$ cat src/rtl/systolic_feeder_pkg.sv
// Shared definitions for the systolic array feeder: controller states,
// array dimension and the length of the diagonal skew window.
package systolic_feeder_pkg;

   localparam int N        = 3;
   localparam int SKEW_LEN = 2 * N - 1;
   localparam int STEP_W   = 3;

   typedef enum logic [1:0] {
      ST_IDLE = 2'd0,
      ST_FEED = 2'd1,
      ST_WAIT = 2'd2
   } state_t;

   // Position inside a lane's three-element window for a given skew step.
   function automatic int lane_offset(input logic [STEP_W-1:0] step, input int lane);
      return int'(step) - lane;
   endfunction

endpackage

$ cat src/rtl/systolic_feeder_skew_lane.sv
// One skewed stream: emits element (step - LANE) of its three stored
// elements while feeding, zero outside that window or when not feeding.
module systolic_feeder_skew_lane
   import systolic_feeder_pkg::*;
#(
   parameter int DATAWIDTH = 8,
   parameter int LANE      = 0
)
(
   input  logic                 CLK,
   input  logic                 RSTn,
   input  logic                 active,
   input  logic [STEP_W-1:0]    step,
   input  logic [DATAWIDTH-1:0] e0,
   input  logic [DATAWIDTH-1:0] e1,
   input  logic [DATAWIDTH-1:0] e2,
   output logic [DATAWIDTH-1:0] q
);

   logic [DATAWIDTH-1:0] q_reg;
   logic [DATAWIDTH-1:0] q_next;

   // Select the element that falls on this lane's diagonal for the coming step.
   always_comb begin
      int k;
      k      = lane_offset(step, LANE);
      q_next = '0;
      if (active) begin
         case (k)
            0:       q_next = e0;
            1:       q_next = e1;
            2:       q_next = e2;
            default: q_next = '0;
         endcase
      end
   end

   // Register the stream value so the array sees a clean flop output.
   always_ff @(posedge CLK or negedge RSTn) begin
      if (!RSTn) q_reg <= '0;
      else       q_reg <= q_next;
   end

   assign q = q_reg;

endmodule

$ cat src/rtl/systolic_feeder.sv
// Feeder for the 3x3 systolic multiplier: stores A and B operands, streams
// them diagonally skewed on launch, then waits for the array's Done or times out.
module systolic_feeder
   import systolic_feeder_pkg::*;
#(
   parameter int DATAWIDTH = 8,
   parameter int TIMEOUT   = 15
)
(
   input  logic                 CLK,
   input  logic                 RSTn,
   input  logic                 wr_en,
   input  logic                 wr_sel,
   input  logic [1:0]           wr_row,
   input  logic [1:0]           wr_col,
   input  logic [DATAWIDTH-1:0] wr_data,
   input  logic                 go,
   input  logic                 arr_done,
   output logic                 start,
   output logic [DATAWIDTH-1:0] A0,
   output logic [DATAWIDTH-1:0] A1,
   output logic [DATAWIDTH-1:0] A2,
   output logic [DATAWIDTH-1:0] B0,
   output logic [DATAWIDTH-1:0] B1,
   output logic [DATAWIDTH-1:0] B2,
   output logic                 ready,
   output logic                 done,
   output logic                 err
);

   localparam int CNT_W = $clog2(TIMEOUT + 1);

   state_t               state_reg, state_next;
   logic [STEP_W-1:0]    step_reg, step_next;
   logic [CNT_W-1:0]     cnt_reg, cnt_next;
   logic                 start_reg, start_next;
   logic                 ready_reg, ready_next;
   logic                 done_reg, done_next;
   logic                 err_reg, err_next;
   logic                 feed_active;

   logic [DATAWIDTH-1:0] mat_a_reg  [N][N];
   logic [DATAWIDTH-1:0] mat_b_reg  [N][N];
   logic [DATAWIDTH-1:0] mat_a_next [N][N];
   logic [DATAWIDTH-1:0] mat_b_next [N][N];

   logic [DATAWIDTH-1:0] a_stream [N];
   logic [DATAWIDTH-1:0] b_stream [N];

   // Apply an element write while idle; the lanes read this updated view so a
   // write coinciding with go is already visible in the first feed step.
   always_comb begin
      mat_a_next = mat_a_reg;
      mat_b_next = mat_b_reg;
      if (state_reg == ST_IDLE && wr_en && wr_row != 2'd3 && wr_col != 2'd3) begin
         if (wr_sel) mat_b_next[wr_row][wr_col] = wr_data;
         else        mat_a_next[wr_row][wr_col] = wr_data;
      end
   end

   // Operand storage, cleared on reset and kept across runs.
   always_ff @(posedge CLK or negedge RSTn) begin
      if (!RSTn) begin
         for (int r = 0; r < N; r++) begin
            for (int c = 0; c < N; c++) begin
               mat_a_reg[r][c] <= '0;
               mat_b_reg[r][c] <= '0;
            end
         end
      end else begin
         mat_a_reg <= mat_a_next;
         mat_b_reg <= mat_b_next;
      end
   end

   // Next-state and registered-output values; done takes priority over timeout.
   always_comb begin
      state_next = state_reg;
      step_next  = step_reg;
      cnt_next   = cnt_reg;
      done_next  = 1'b0;
      err_next   = 1'b0;
      case (state_reg)
         ST_IDLE: begin
            if (go) begin
               state_next = ST_FEED;
               step_next  = '0;
               cnt_next   = CNT_W'(1);
            end
         end
         ST_FEED, ST_WAIT: begin
            if (arr_done) begin
               state_next = ST_IDLE;
               done_next  = 1'b1;
            end else if (cnt_reg == CNT_W'(TIMEOUT)) begin
               state_next = ST_IDLE;
               err_next   = 1'b1;
            end else begin
               cnt_next = cnt_reg + 1'b1;
               if (state_reg == ST_FEED) begin
                  if (step_reg == STEP_W'(SKEW_LEN - 1)) state_next = ST_WAIT;
                  else                                   step_next  = step_reg + 1'b1;
               end
            end
         end
         default: state_next = ST_IDLE;
      endcase
      start_next  = (state_next != ST_IDLE);
      ready_next  = (state_next == ST_IDLE);
      feed_active = (state_next == ST_FEED);
   end

   // Controller state and handshake outputs.
   always_ff @(posedge CLK or negedge RSTn) begin
      if (!RSTn) begin
         state_reg <= ST_IDLE;
         step_reg  <= '0;
         cnt_reg   <= '0;
         start_reg <= 1'b0;
         ready_reg <= 1'b1;
         done_reg  <= 1'b0;
         err_reg   <= 1'b0;
      end else begin
         state_reg <= state_next;
         step_reg  <= step_next;
         cnt_reg   <= cnt_next;
         start_reg <= start_next;
         ready_reg <= ready_next;
         done_reg  <= done_next;
         err_reg   <= err_next;
      end
   end

   // Row lane gi streams A[gi][*]; column lane gi streams B[*][gi].
   for (genvar gi = 0; gi < N; gi++) begin : g_lane
      systolic_feeder_skew_lane #(.DATAWIDTH(DATAWIDTH), .LANE(gi)) u_a_lane (
         .CLK    (CLK),
         .RSTn   (RSTn),
         .active (feed_active),
         .step   (step_next),
         .e0     (mat_a_next[gi][0]),
         .e1     (mat_a_next[gi][1]),
         .e2     (mat_a_next[gi][2]),
         .q      (a_stream[gi])
      );
      systolic_feeder_skew_lane #(.DATAWIDTH(DATAWIDTH), .LANE(gi)) u_b_lane (
         .CLK    (CLK),
         .RSTn   (RSTn),
         .active (feed_active),
         .step   (step_next),
         .e0     (mat_b_next[0][gi]),
         .e1     (mat_b_next[1][gi]),
         .e2     (mat_b_next[2][gi]),
         .q      (b_stream[gi])
      );
   end

   assign start = start_reg;
   assign ready = ready_reg;
   assign done  = done_reg;
   assign err   = err_reg;
   assign A0    = a_stream[0];
   assign A1    = a_stream[1];
   assign A2    = a_stream[2];
   assign B0    = b_stream[0];
   assign B1    = b_stream[1];
   assign B2    = b_stream[2];

endmodule
$ cat config.mk
export PLATFORM = sky130hd
export DESIGN_NAME = systolic_feeder
export DESIGN_NICKNAME = d
export VERILOG_FILES = /design/src/rtl/systolic_feeder_pkg.sv /design/src/rtl/systolic_feeder_skew_lane.sv /design/src/rtl/systolic_feeder.sv
export SDC_FILE = /design/constraint.sdc
export NUM_CORES = 1
export LEC_CHECK = 0
export ABC_AREA = 1
export BUFFER_PORTS_ARGS = -buffer_cell sky130_fd_sc_hd__buf_4
export CAP_MARGIN = 20
export CORE_AREA = 8 8 144 146
export CTS_BUF_LIST = sky130_fd_sc_hd__clkbuf_8
export DETAILED_ROUTE_END_ITERATION = 6
export DIE_AREA = 0 0 152 154
export PLACE_DENSITY = 0.64
export SLEW_MARGIN = 20
export SYNTH_ARGS = -nofsm -noshare
export SYNTH_HDL_FRONTEND = slang
export SYNTH_SLANG_ARGS = --single-unit
export TNS_END_PERCENT = 5
$ cat constraint.sdc
create_clock -name CLK -period 4.8 [get_ports CLK]
set_input_delay 0.24 -clock CLK [delete_from_list [all_inputs] [get_ports CLK]]
set_output_delay 0.24 -clock CLK [all_outputs]
set_load 0.005 [all_outputs]
==> impl_metrics.ini <==
[layout]
final_cell_mix = nand2_1, dfrtp_1, nand3_1
fillCellCount = 1705
final_std_cells_w_o_fill = 1334
final_cell_area_mm2 = 0.0103
design.final.nets = 1105
layout.cells.most_common = nand2_1
antenna_cells_inserted = 0
share_of_final_layout_standard_cells_stronger_than_drive_strength_1_pct = 14.3
layout-area-overhead-vs-synth_pct = 14.9

[power_and_ir_drop]
sequentialPowerShare_pct = 44.5
power_frac_clock_pct = 31.2
internal-power_uw = 3160
power.switching_fraction_pct = 33.4
power.share.combinational_pct = 24.3
power.density_mw_per_mm2 = 459
max-vdd-ir-drop_uv = 221
power_switching_uw = 1580
p_leak_uw = 0.00544

[die]
core.rowCount = 50
dieWidth_um = 152
die-area_mm2 = 0.0234
floorplan.die.height_um = 154
core_area_mm2 = 0.0185
io-pin-count = 70
initial_utilization_pct = 48.7

[clock_tree]
clock_latency_ps = 510
worst_setup_hold_path_clk_slew_ps = 50
htree_levels = 2
cts_num_sinks = 205
cts.root.buffer_cell = clkbuf_8
tritoncts_clock_tree = done
max-clock-path-buffers = 3
cts_inserted_buffers = 36

[run_status]
outcome = complete, no violations

[worst_setup_path]
critPathKind = flip-flop to flip-flop
critical_path.max_stage_delay_ps = 660
critical_path.max_fanout = 23
path_buf_inv = 4
path_delay_family = adder cells
r2r_end = g_lane[2].u_b_lane.q[3]$_DFF_PN0_
timing.critical_path.arrival_ps = 3620
endpoint_kind = flip-flop
regToRegStartpoint = state_reg[0]$_DFF_PN0_
reg2reg_setup_slack_ps = 1620
worst_path_max_delay_cell = ha_1
cp.required_ps = 5240
path_cells = inv_1, ha_1, inv_1, nor2_1, nand2_1, nand2_1, nand2_2, ha_1, buf_4, nand4_1, nand3_1, nand2_1, inv_1
r2r_cells = 13
crit_path_start_kind = flip-flop

[sta]
timing.slew.headroom_pct = 35.1
fmax_ghz = 0.315
report.final.setup_viol = 0
grt_setup_unrepaired = no
final.min_clock_period_ps = 3180
max_slew.worst_pin.slew_ps = 972
finalCritPeriodShare_pct = 66.2
final_max_slew_violation_count = 0
post_route_setup_tns_ps = 0
finalClockSkew_ps = 11.3
finalHoldViolCount = 0

[synthesis]
synth_xor_xnor_area_share_pct = 0.195
synth_edf_count = 0
yosysUniqueCellTypes = 31
synth_area_per_cell_um2 = 8.82
yosys_register_bits = 205
synthesized_area_fraction_occupied_by_ao_oa_aoi_and_oai_cells_pct = 8.16
synth-seq-area-share_pct = 57.1
synthesis.instances = 1019
synthFlopType = dfrtp_1
syn_nets = 1044
yosys.area_share.simple_pct = 26.4
post_synthesis_share_of_cell_area_spent_on_full_adders_half_adders_and_majority_gates_pct = 0.975
dominant_combinational_cell_family_by_area_after_synthesis = simple AND/OR/NAND/NOR gates
synth.mux.area_fraction_pct = 0
synthArstFlopShare_pct = 100
post-synth-top-area-cell = dfrtp_1
synth.top_cell.area_share_pct = 56.8
leading_cell_types_by_total_area_after_synthesis = dfrtp_1, nand2_1, nand3_1, nand4_1, o21ai_0
synthesis.area_mm2 = 0.00898
synth.yosys.warnings = 0

[global_route]
grt_pass1_wl_um = 38000
grt_pass1_vias = 7211
groute.usage.overall_pct = 19.7
initial_antenna_violation_count = 0
pin_count_of_the_biggest_net_entering_global_routing = 108
globalRoute.totalOverflow = 0

[placement]
dpl.hpwl_um = 13700
globalplace.congestion = 0.858
post_dp_cell_area_mm2 = 0.00956
buffer_ports.inserted = 69
numPlacedInstances = 1266

[job]
maxCapViolations = 0

[detailed_routing]
detailroute.via_count = 7227
detail_route.wirelength_um = 22800
route.detailed.vias_per_inst = 5.42
remaining_drc_errors = 0
drt-initial-drc-count = 530
firstDrtPassIters = 5
drt-wirelength-per-cell_um = 17.1
final_antenna_net_count = 0

[min_path]
hold-path-cell-count = 5
min_delay_worst_endpoint = state_reg[0]$_DFF_PN0_
holdCritPathClass = input port to flip-flop
start_point_of_the_worst_hold_path = go
synthesized netlist by cell type (3+ instances only):
master,instances
ha_1,7
nand4_1,83
buf_1,4
nand2_1,261
o21ai_1,37
o21ai_0,92
clkbuf_1,21
buf_2,37
inv_1,84
a21oi_1,3
nor2_1,17
nand2_2,15
nand3_1,124
nand3_2,5
dfrtp_1,204
o21ai_2,4
inv_2,4
power groups by stage:
| stage | sequential (uW) | combinational, uW | clock (uW) |
|---|---|---|---|
| final | 2110 | 1150 | 1480 |
| after global routing | 2140 | 1290 | 1600 |
| after CTS | 2110 | 1150 | 1510 |
| after detailed placement | 2140 | 1140 | 0 |
| after global placement | 2130 | 1120 | 0 |
| after floorplan | 2120 | 786 | 0 |
through the flow:
stage	power (uW)	util [%]	hold WS, ps	setup WS [ps]
after detailed placement	3270	51.8	417	1710
after CTS	4770	55.9	135	1690
after global placement	3250	51.8	419	1770
after global routing	5020	55.9	187	1290
after floorplan	2910	-	-55.6	1840
final	4730	55.9	163	1620
worst min-delay path, stage by stage:
cell     delay [ps]
buf_4           110
nand2_1          60
a21oi_1          60
nand2_1          90
inv_1            60
metal layers:
layer / global-route usage [%] / vias up / share of wire, %
li1: - / 3513 / -
met1: 26.7 / 3465 / 46
met2: 31.6 / 213 / 46
met3: 3.76 / 36 / 5.9
met4: 6.00 / 0 / 1.6
met5: 0 / - / 0
repair_timing:
action,4_1_cts,5_1_grt
hold buffers,10,0
resized for setup,0,0
endpoints found under the hold margin,122,0
buffers inserted,0,0
cells by family after synthesis:
group,count (synthesis)
AND/OR/NAND/NOR,510
flip-flops,205
buffers and inverters,154
AO/OA/AOI/OAI,141
adder cells (fa/ha/maj),7
XOR/XNOR,2
how the worst max path moves through the flow:
stage / start / end / cells after the start
2_1_floorplan: state_reg[0]$_DFF_PN0_ / g_lane[2].u_b_lane.q[4]$_DFF_PN0_ / 18
3_3_place_gp: state_reg[0]$_DFF_PN0_ / g_lane[0].u_b_lane.q[6]$_DFF_PN0_ / 11
3_5_place_dp: state_reg[0]$_DFF_PN0_ / g_lane[2].u_b_lane.q[0]$_DFF_PN0_ / 15
4_1_cts: state_reg[0]$_DFF_PN0_ / g_lane[2].u_b_lane.q[3]$_DFF_PN0_ / 13
5_1_grt: state_reg[1]$_DFF_PN0_ / g_lane[2].u_b_lane.q[6]$_DFF_PN0_ / 15
6_report: state_reg[0]$_DFF_PN0_ / g_lane[2].u_b_lane.q[3]$_DFF_PN0_ / 13
area by class of cell:
class	count	area (um^2)	share of cell area, %
multi-input combinational	660	3210	31.1
tap	234	293	2.84
clock inverter	14	52.6	0.509
inverter	89	335	3.25
clock buffer	44	606	5.87
sequential	205	5130	49.7
timing repair buffer	88	692	6.70
Power figures use the tool's default switching activity.
